File: src/rtl/hcp_round_sequencer.sv
// Validates the opened-round challenge lists from the hidden-challenge parser and
// walks every round in order, emitting one descriptor beat per round over valid/ready.
module hcp_round_sequencer #(
  parameter int NUM_ROUNDS  = 8,
  parameter int NUM_OPEN    = 4,
  parameter int IDX_W       = 5,
  parameter int NUM_PARTIES = 16
) (
  input  logic                      clk,
  input  logic                      reset,
  input  logic                      seq_start,
  input  logic [NUM_OPEN*IDX_W-1:0] Lc,
  input  logic [NUM_OPEN*IDX_W-1:0] Lp,
  output logic                      rnd_valid,
  input  logic                      rnd_ready,
  output logic [IDX_W-1:0]          rnd_index,
  output logic                      rnd_open,
  output logic [IDX_W-1:0]          rnd_party,
  output logic                      rnd_last,
  output logic [NUM_ROUNDS-1:0]     open_mask,
  output logic                      seq_busy,
  output logic                      seq_end,
  output logic                      seq_err
);

  typedef enum logic [1:0] {IDLE, CHECK, EMIT, DONE} state_t;

  localparam logic [IDX_W-1:0] LAST_R = IDX_W'(NUM_ROUNDS - 1);

  state_t           state;
  logic [IDX_W-1:0] lc_q [NUM_OPEN];
  logic [IDX_W-1:0] lp_q [NUM_OPEN];

  logic [NUM_ROUNDS-1:0] mask_c;
  logic                  err_c;
  logic [IDX_W-1:0]      nxt_r;
  logic                  nxt_open;
  logic [IDX_W-1:0]      nxt_party;

  // Validation, mask and next-beat fields all derive from the captured lists only.
  always_comb begin
    // NOTE: every output of a combinational block gets a default first so no latch is inferred.
    mask_c    = '0;
    err_c     = 1'b0;
    nxt_r     = (state == CHECK) ? '0 : rnd_index + 1'b1;
    nxt_open  = 1'b0;
    nxt_party = '0;
    for (int k = 0; k < NUM_OPEN; k++) begin
      if (32'(lc_q[k]) >= NUM_ROUNDS)  err_c = 1'b1;
      if (32'(lp_q[k]) >= NUM_PARTIES) err_c = 1'b1;
      for (int j = k + 1; j < NUM_OPEN; j++) begin
        if (lc_q[k] == lc_q[j]) err_c = 1'b1;
      end
      // Uniqueness of Lc entries makes the OR-merge select exactly one party.
      if (lc_q[k] == nxt_r) begin
        nxt_open  = 1'b1;
        nxt_party = nxt_party | lp_q[k];
      end
    end
    for (int r = 0; r < NUM_ROUNDS; r++) begin
      for (int k = 0; k < NUM_OPEN; k++) begin
        if (32'(lc_q[k]) == 32'(r)) mask_c[r] = 1'b1;
      end
    end
  end

  always_ff @(posedge clk or negedge reset) begin
    if (!reset) begin
      state     <= IDLE;
      // NOTE: the capture registers are tiny flop arrays, not RAM, so resetting them is cheap and defined.
      for (int k = 0; k < NUM_OPEN; k++) begin
        lc_q[k] <= '0;
        lp_q[k] <= '0;
      end
      rnd_valid <= 1'b0;
      rnd_index <= '0;
      rnd_open  <= 1'b0;
      rnd_party <= '0;
      rnd_last  <= 1'b0;
      open_mask <= '0;
      seq_busy  <= 1'b0;
      seq_end   <= 1'b0;
      seq_err   <= 1'b0;
    end else begin
      // NOTE: all state here uses non-blocking assignments so every register sees pre-edge values.
      case (state)
        IDLE: begin
          if (seq_start && !seq_end) begin
            for (int k = 0; k < NUM_OPEN; k++) begin
              lc_q[k] <= Lc[NUM_OPEN*IDX_W-1-k*IDX_W -: IDX_W];
              lp_q[k] <= Lp[NUM_OPEN*IDX_W-1-k*IDX_W -: IDX_W];
            end
            seq_busy <= 1'b1;
            state    <= CHECK;
          end
        end

        CHECK: begin
          if (!seq_start) begin
            seq_busy <= 1'b0;
            state    <= IDLE;
          end else begin
            open_mask <= mask_c;
            if (err_c) begin
              seq_err  <= 1'b1;
              seq_end  <= 1'b1;
              seq_busy <= 1'b0;
              state    <= DONE;
            end else begin
              rnd_valid <= 1'b1;
              rnd_index <= nxt_r;
              rnd_open  <= nxt_open;
              rnd_party <= nxt_party;
              rnd_last  <= (nxt_r == LAST_R);
              state     <= EMIT;
            end
          end
        end

        EMIT: begin
          // Abort takes priority over a handshake on the same edge.
          if (!seq_start || (rnd_ready && rnd_last)) begin
            rnd_valid <= 1'b0;
            rnd_index <= '0;
            rnd_open  <= 1'b0;
            rnd_party <= '0;
            rnd_last  <= 1'b0;
            seq_busy  <= 1'b0;
            seq_end   <= seq_start;
            state     <= seq_start ? DONE : IDLE;
          end else if (rnd_ready) begin
            rnd_index <= nxt_r;
            rnd_open  <= nxt_open;
            rnd_party <= nxt_party;
            rnd_last  <= (nxt_r == LAST_R);
          end
        end

        DONE: begin
          if (!seq_start) begin
            seq_end <= 1'b0;
            seq_err <= 1'b0;
            state   <= IDLE;
          end
        end

        default: state <= IDLE;
      endcase
    end
  end

endmodule

File: config.mk
export PLATFORM = sky130hd
export DESIGN_NAME = hcp_round_sequencer
export DESIGN_NICKNAME = d
export VERILOG_FILES = /design/src/rtl/hcp_round_sequencer.sv
export SDC_FILE = /design/constraint.sdc
export NUM_CORES = 1
export LEC_CHECK = 0
export BUFFER_PORTS_ARGS = -buffer_cell sky130_fd_sc_hd__buf_2
export CAP_MARGIN = 20
export CORE_MARGIN = 2
export CORE_UTILIZATION = 45
export CTS_BUF_LIST = sky130_fd_sc_hd__clkbuf_8
export DETAILED_ROUTE_END_ITERATION = 7
export PLACE_DENSITY = 0.66
export SLEW_MARGIN = 20
export SYNTH_ARGS = -nofsm -noshare
export SYNTH_HDL_FRONTEND = slang
export SYNTH_SLANG_ARGS = --single-unit
File: constraint.sdc
create_clock -name clk -period 4.2 [get_ports clk]
set_input_delay 0.84 -clock clk [delete_from_list [all_inputs] [get_ports clk]]
set_output_delay 0.84 -clock clk [all_outputs]
set_load 0.05 [all_outputs]
== After elaboration in Yosys (flattened, before gate mapping) ==
Cells that the tools add are included.
W data, S select, Z words.
Word-level totals
  register bits: 66
  bits in latches: 0
  memory bits (writable): 0
  ROM bits: 0
  output and inout bits: 24
  logic and storage cells: 198
  memories kept: 0
Cells by class
  $add $sub $neg: 1
  multiply operators: 0
  divide/modulo/power cells: 0
  order comparisons: 8
  equal/unequal tests: 50
  shifts and indexed selects: 0
  muxes and demuxes: 96
  bitwise logic cells: 3
  reduce and logical (&&, ||, !) cells: 22
Operator list (count)
  $eq A5 B3 Y1 const B: 17
  $mux W1: 69
  $mux W5: 13
  $eq A5 B5 Y1: 10
  $eq A5 B2 Y1 const B: 8
  $eq A5 B1 Y1 const B: 4
  $ge A5 B4 Y1 const B: 4
  $ge A5 B5 Y1 const B: 4
  $logic_not A5 Y1: 4
  $pmux W5 S2: 2
  $reduce_and A4 Y1: 4
  $or A5 B5 Y5: 3
  $ne A2 B2 Y1 const B: 6
  $mux W2: 5
  $pmux W1 S2: 4
  $pmux W2 S4: 1
  $ne A3 B3 Y1 const B: 2
  $pmux W1 S3: 2
  $reduce_bool A3 Y1: 2
  $add A5 B1 Y5 const B: 1
  $reduce_and A5 Y1: 1
  $eq A2 B2 Y1 const B: 2
  $reduce_and A2 Y1: 2
  $reduce_bool A2 Y1: 2
  6 further kinds: 8

== Depth between registers and ports, before layout ==
  depth in word-level cells: 18
  mapped depth: 9

== Worst setup path after synthesis ==
OpenSTA, ideal clock, no wires.
  kind: register to register
  start: reg rnd_index[0]
  end: reg rnd_party[1]
  library setup time: 0.078 ns
  arrival time: 2.391 ns
  required time: 4.122 ns
  slack: 1.731 ns
  cell stages (with the launch flop): 8
  buffers on the path: 0
  clock period less this slack: 2.469 ns
  cell sequence: dfrtp_1 -> ha_1 -> xnor2_1 -> nor3_1 -> a311oi_1 -> nand4_1 -> and4_1 -> o2bb2ai_1
On the way
  cells in the longest elaborated chain, start to end: 13
  elaborated cells between the ends (all ways): 18
  classes of those cells: add/sub (1); eq/ne (4); mux (10); bitwise (3)
RTL lines
  from (decl): RTL line 16  | output logic [IDX_W-1:0] rnd_index,
  from (signal assigned): RTL line 111  | rnd_index <= nxt_r;
  from (signal assigned): RTL line 132  | rnd_index <= nxt_r;
  $add A5 B1 Y5 (*): RTL line 45  | nxt_r = (state == CHECK) ? '0 : rnd_index + 1'b1;
  $mux W5 (*): RTL line 45
  $eq A5 B5 Y1: RTL line 55  | if (lc_q[k] == nxt_r) begin
  $mux W5: RTL line 55
  $or A5 B5 Y5: RTL line 57  | nxt_party = nxt_party | lp_q[k];
  $mux W5: RTL line 55
  $or A5 B5 Y5: RTL line 57
  $mux W5: RTL line 55
  $or A5 B5 Y5: RTL line 57
  $mux W5 (*): RTL line 55
  $mux W5, on equally long branches: RTL line 131, 104
  $mux W5, on equally long branches: RTL line 122, 99
  $pmux W5 S2 (*): RTL line 86  | case (state)
  to (signal assigned): RTL line 113  | rnd_party <= nxt_party;
  to (signal assigned): RTL line 134  | rnd_party <= nxt_party;
  to (decl): RTL line 18  | output logic [IDX_W-1:0] rnd_party,
Mark *: on every way between the ends. The rest lies on a longest branch, timed or not. The select of a mux whose other input is x is not followed.
A chain may end at the register's enable or synchronous reset.

== Worst setup path in the final report ==
  start: reg state[1]
  end: reg rnd_party[3]
On the way
  cells in the longest elaborated chain, start to end: 13
  elaborated cells between the ends (all ways): 24
  classes of those cells: eq/ne (9); mux (10); bitwise (3); reduce/logical (2)
RTL lines
  from (decl): RTL line 30  | state_t state;
  from (signal assigned): RTL line 130  | state <= seq_start ? DONE : IDLE;
  $eq A2 B1 Y1: RTL line 45, 86
  $mux W5: RTL line 45
  $eq A5 B5 Y1: RTL line 55
  $mux W5: RTL line 55
  $or A5 B5 Y5: RTL line 57
  $mux W5: RTL line 55
  $or A5 B5 Y5: RTL line 57
  $mux W5: RTL line 55
  $or A5 B5 Y5: RTL line 57
  $mux W5: RTL line 55
  $mux W5, on equally long branches: RTL line 131, 104
  $mux W5, on equally long branches: RTL line 122, 99
  $pmux W5 S2: RTL line 86
Parallel ways exist; a longest one is shown, timed or not. The select of a mux whose other input is x is not followed.

==> metrics.txt <==
layout cell share with drive strength beyond 1 0.307; post-synthesis cell count between 300 and 400; drt total wl 9.52 mm; vias in the first global route around 3100; fin. max-slew vios 0; CP startpoint state[1]; critical path peak fanout 31; vias post-DR roughly 3200; n_diodes 0; Final Net Count 495; CP arrival 3270 ps; endpoints failing setup 0; Syn-to-layout area delta 12.7%; chip height ~99 µm; htree depth 3; Max Cap Viol 0; run status finished, final reports clean; worst skew pair latency ~350 ps; io pins 68; worst-path cell chain inv_1 > ha_1 > nor2b_1 > mux2i_2 > xor2_1 > nand4_1 > o2111a_1 > o2bb2ai_1; Top delay family on crit path adder cells; Starting DRT DRC Count between 150 and 200; Final HPWL DP around 7 mm; CTS root buffer clkbuf_8; pre-CTS setup slack ~1300 ps; Syn Std Cell Area 4050 µm²; Die X between 90 and 100 µm; Post-CTS Resized 0; Largest stage delay, worst path 800 ps; post-synthesis async set-or-reset flop share 1.00; CTS tree done; relative max-transition margin 0.367; leakage a little under 0.002 µW; Final TNS setup 0 ps; initial core utilization 0.464; sequential area share after synthesis 0.408; clock skew 15.2 ps; routability cong. between 0.8 and 0.9; placement row count 34; remaining global-route overflow 0; initial antenna violation count 0; CP startpoint kind flop; drt pass-1 iters 5; Avg WL per Cell 17.1 µm; DR vias/cell slightly below 6; synthesized area per cell a little over 10 µm²; clock sinks 66; worst setup margin between 1000 and 1500 ps; clock-pin slew on the worst setup and hold paths ~70 ps; first-pass GRT wire length between 15 and 20 mm; Post-CTS Hold Fix Bufs 0; top_reg_cell synth dfrtp_1; Die ar. 9770 µm²; fill cell count roughly 790; Worst Tran Pin Value approximately 950 ps; crit path kind flop to flop; number of nets still failing antenna checks after routing 0; CTS Buf Count 9; crit share post-route 0.713; CP Capture Type flop; Final Critical Period approximately 3000 ps; post-CTS setup buffers 0; most common cell after layout, fill and taps aside buf_2; synth warn 0; IO buf count 67; FF/Latch Area ~1700 µm²; count of cell types in the netlist roughly 60; core area between 8000 and 9000 µm²; commonest non-fill, non-tap cells in the layout buf_2 (67), dfrtp_1 (66), mux2_2 (44); largest net degree at the start of global routing 41; Worst path slowest cell ha_1; hold path start open_mask[0]; maximum VDD drop about 420 µV; Multi-input gate area approximately 2200 µm²; FF-to-FF Start state[1]; clk buf depth 2; power per cell area 892 nW/µm²; Achievable Freq about 330 MHz; post-synthesis net count approximately 450; # DRC 0; Post-synth EDFFs 0; register bit total from synthesis 66; Final Hold Viols 0; RSZ-0062 raised after global routing false; GRT Total Usage 0.199; WP buf/inv 1; WP data required between 4000 and 5000 ps; hold crit path type flop to flop
-- path summary, 6_finish.rpt --
path / to / slack, ps / cells after the start
worst max-delay path: rnd_party[3] / 1200 / 8
worst min-delay path: open_mask[0] / 480 / 2
worst max register to register: rnd_party[3] / 1200 / 8
worst min register to register: open_mask[0] / 480 / 2
max in group asynchronous: lc_q[17] / 2720 / 2
min in group asynchronous: open_mask[0] / 600 / 1
-- cell type report --
cell class                 count  area share
timing repair buffer          69      0.0768
tap                          108      0.0296
sequential                    66       0.362
multi-input combinational    292       0.483
clock buffer                   9      0.0272
clock inverter                 7      0.0156
inverter                       7     0.00576
-- routing by layer --
| layer | GRT usage | vias to the layer above | share of wire |
|---|---|---|---|
| met5 | 0 | - | 0 |
| met4 | 0.0780 | 0 | 0.013 |
| met3 | 0.0426 | 14 | 0.053 |
| met2 | 0.295 | 98 | 0.46 |
| met1 | 0.283 | 1563 | 0.47 |
| li1 | - | 1557 | - |
-- metrics by stage --
step | util | hold slack (ps) | area, µm² | std cells | power (µW)
finish | 0.523 | 477 | 4560 | 558 | 4070
global route | 0.523 | 505 | 4560 | 558 | 4360
CTS | 0.523 | 486 | 4560 | 558 | 4060
detailed placement | 0.501 | 469 | 4370 | 542 | 3520
global placement | 0.501 | 462 | 4370 | 542 | 3460
floorplan | - | 471 | 4050 | 396 | 3090
-- synthesized netlist by cell type, types with 3 or more instances --
library cell | n | area share
buf_1 | 4 | 0.0037
nand3_1 | 9 | 0.011
mux2_2 | 44 | 0.12
nand4_1 | 22 | 0.034
nor3_1 | 12 | 0.015
nand2b_1 | 5 | 0.0077
nor4_1 | 3 | 0.0046
o21ai_0 | 15 | 0.019
nand2_1 | 17 | 0.016
o22ai_1 | 5 | 0.0077
nor2_1 | 23 | 0.021
o32ai_1 | 3 | 0.0065
dfrtp_1 | 66 | 0.41
o2bb2ai_1 | 7 | 0.015
a311oi_1 | 3 | 0.0065
a221oi_1 | 6 | 0.013
inv_1 | 7 | 0.0065
o21a_1 | 5 | 0.0093
xnor2_1 | 6 | 0.013
a31oi_1 | 3 | 0.0046
nor3b_1 | 11 | 0.020
ha_1 | 6 | 0.019
nor2b_1 | 9 | 0.014
a21oi_1 | 5 | 0.0062
xor2_1 | 35 | 0.076
and4_1 | 5 | 0.011
buf_2 | 20 | 0.025
-- worst register-to-register path: cells and delay by family, from the launching register on --
family | cells | cell delay, ps
mux | 1 | 440
fa+ha+maj | 1 | 800
flops | 1 | 410
compound gates | 2 | 440
xor+xnor | 1 | 380
simple gates | 2 | 340
buf+inv | 1 | 120
-- power breakdown --
group / switching (µW) / internal, µW / leakage [µW]
combinational: 1270 / 872 / 0.00106
sequential: 474 / 922 / 0.000819
clock: 253 / 273 / 0.0000966
-- state kept, by name, summed over array words and instances, names as in the netlist --
register / flops
rnd_party: 5
rnd_open: 1
seq_end: 1
rnd_index: 5
seq_err: 1
lp_q: 20
seq_busy: 1
state: 2
rnd_last: 1
rnd_valid: 1
open_mask: 8
lc_q: 20
-- logic make-up (layout without fill, tap and decap cells) --
kind of cell               Yosys count  after routing  synth area share
AOI/OAI and AO/OA                   71             71             0.130
xor gates and xnor gates            41             41            0.0887
adders and majority gates            6              6            0.0185
buffers and inverters               38             92            0.0479
DFF                                 66             66             0.408
muxes                               46             46             0.129
and+or+nand+nor                    128            128             0.177
(Power assumes the default switching activity.)
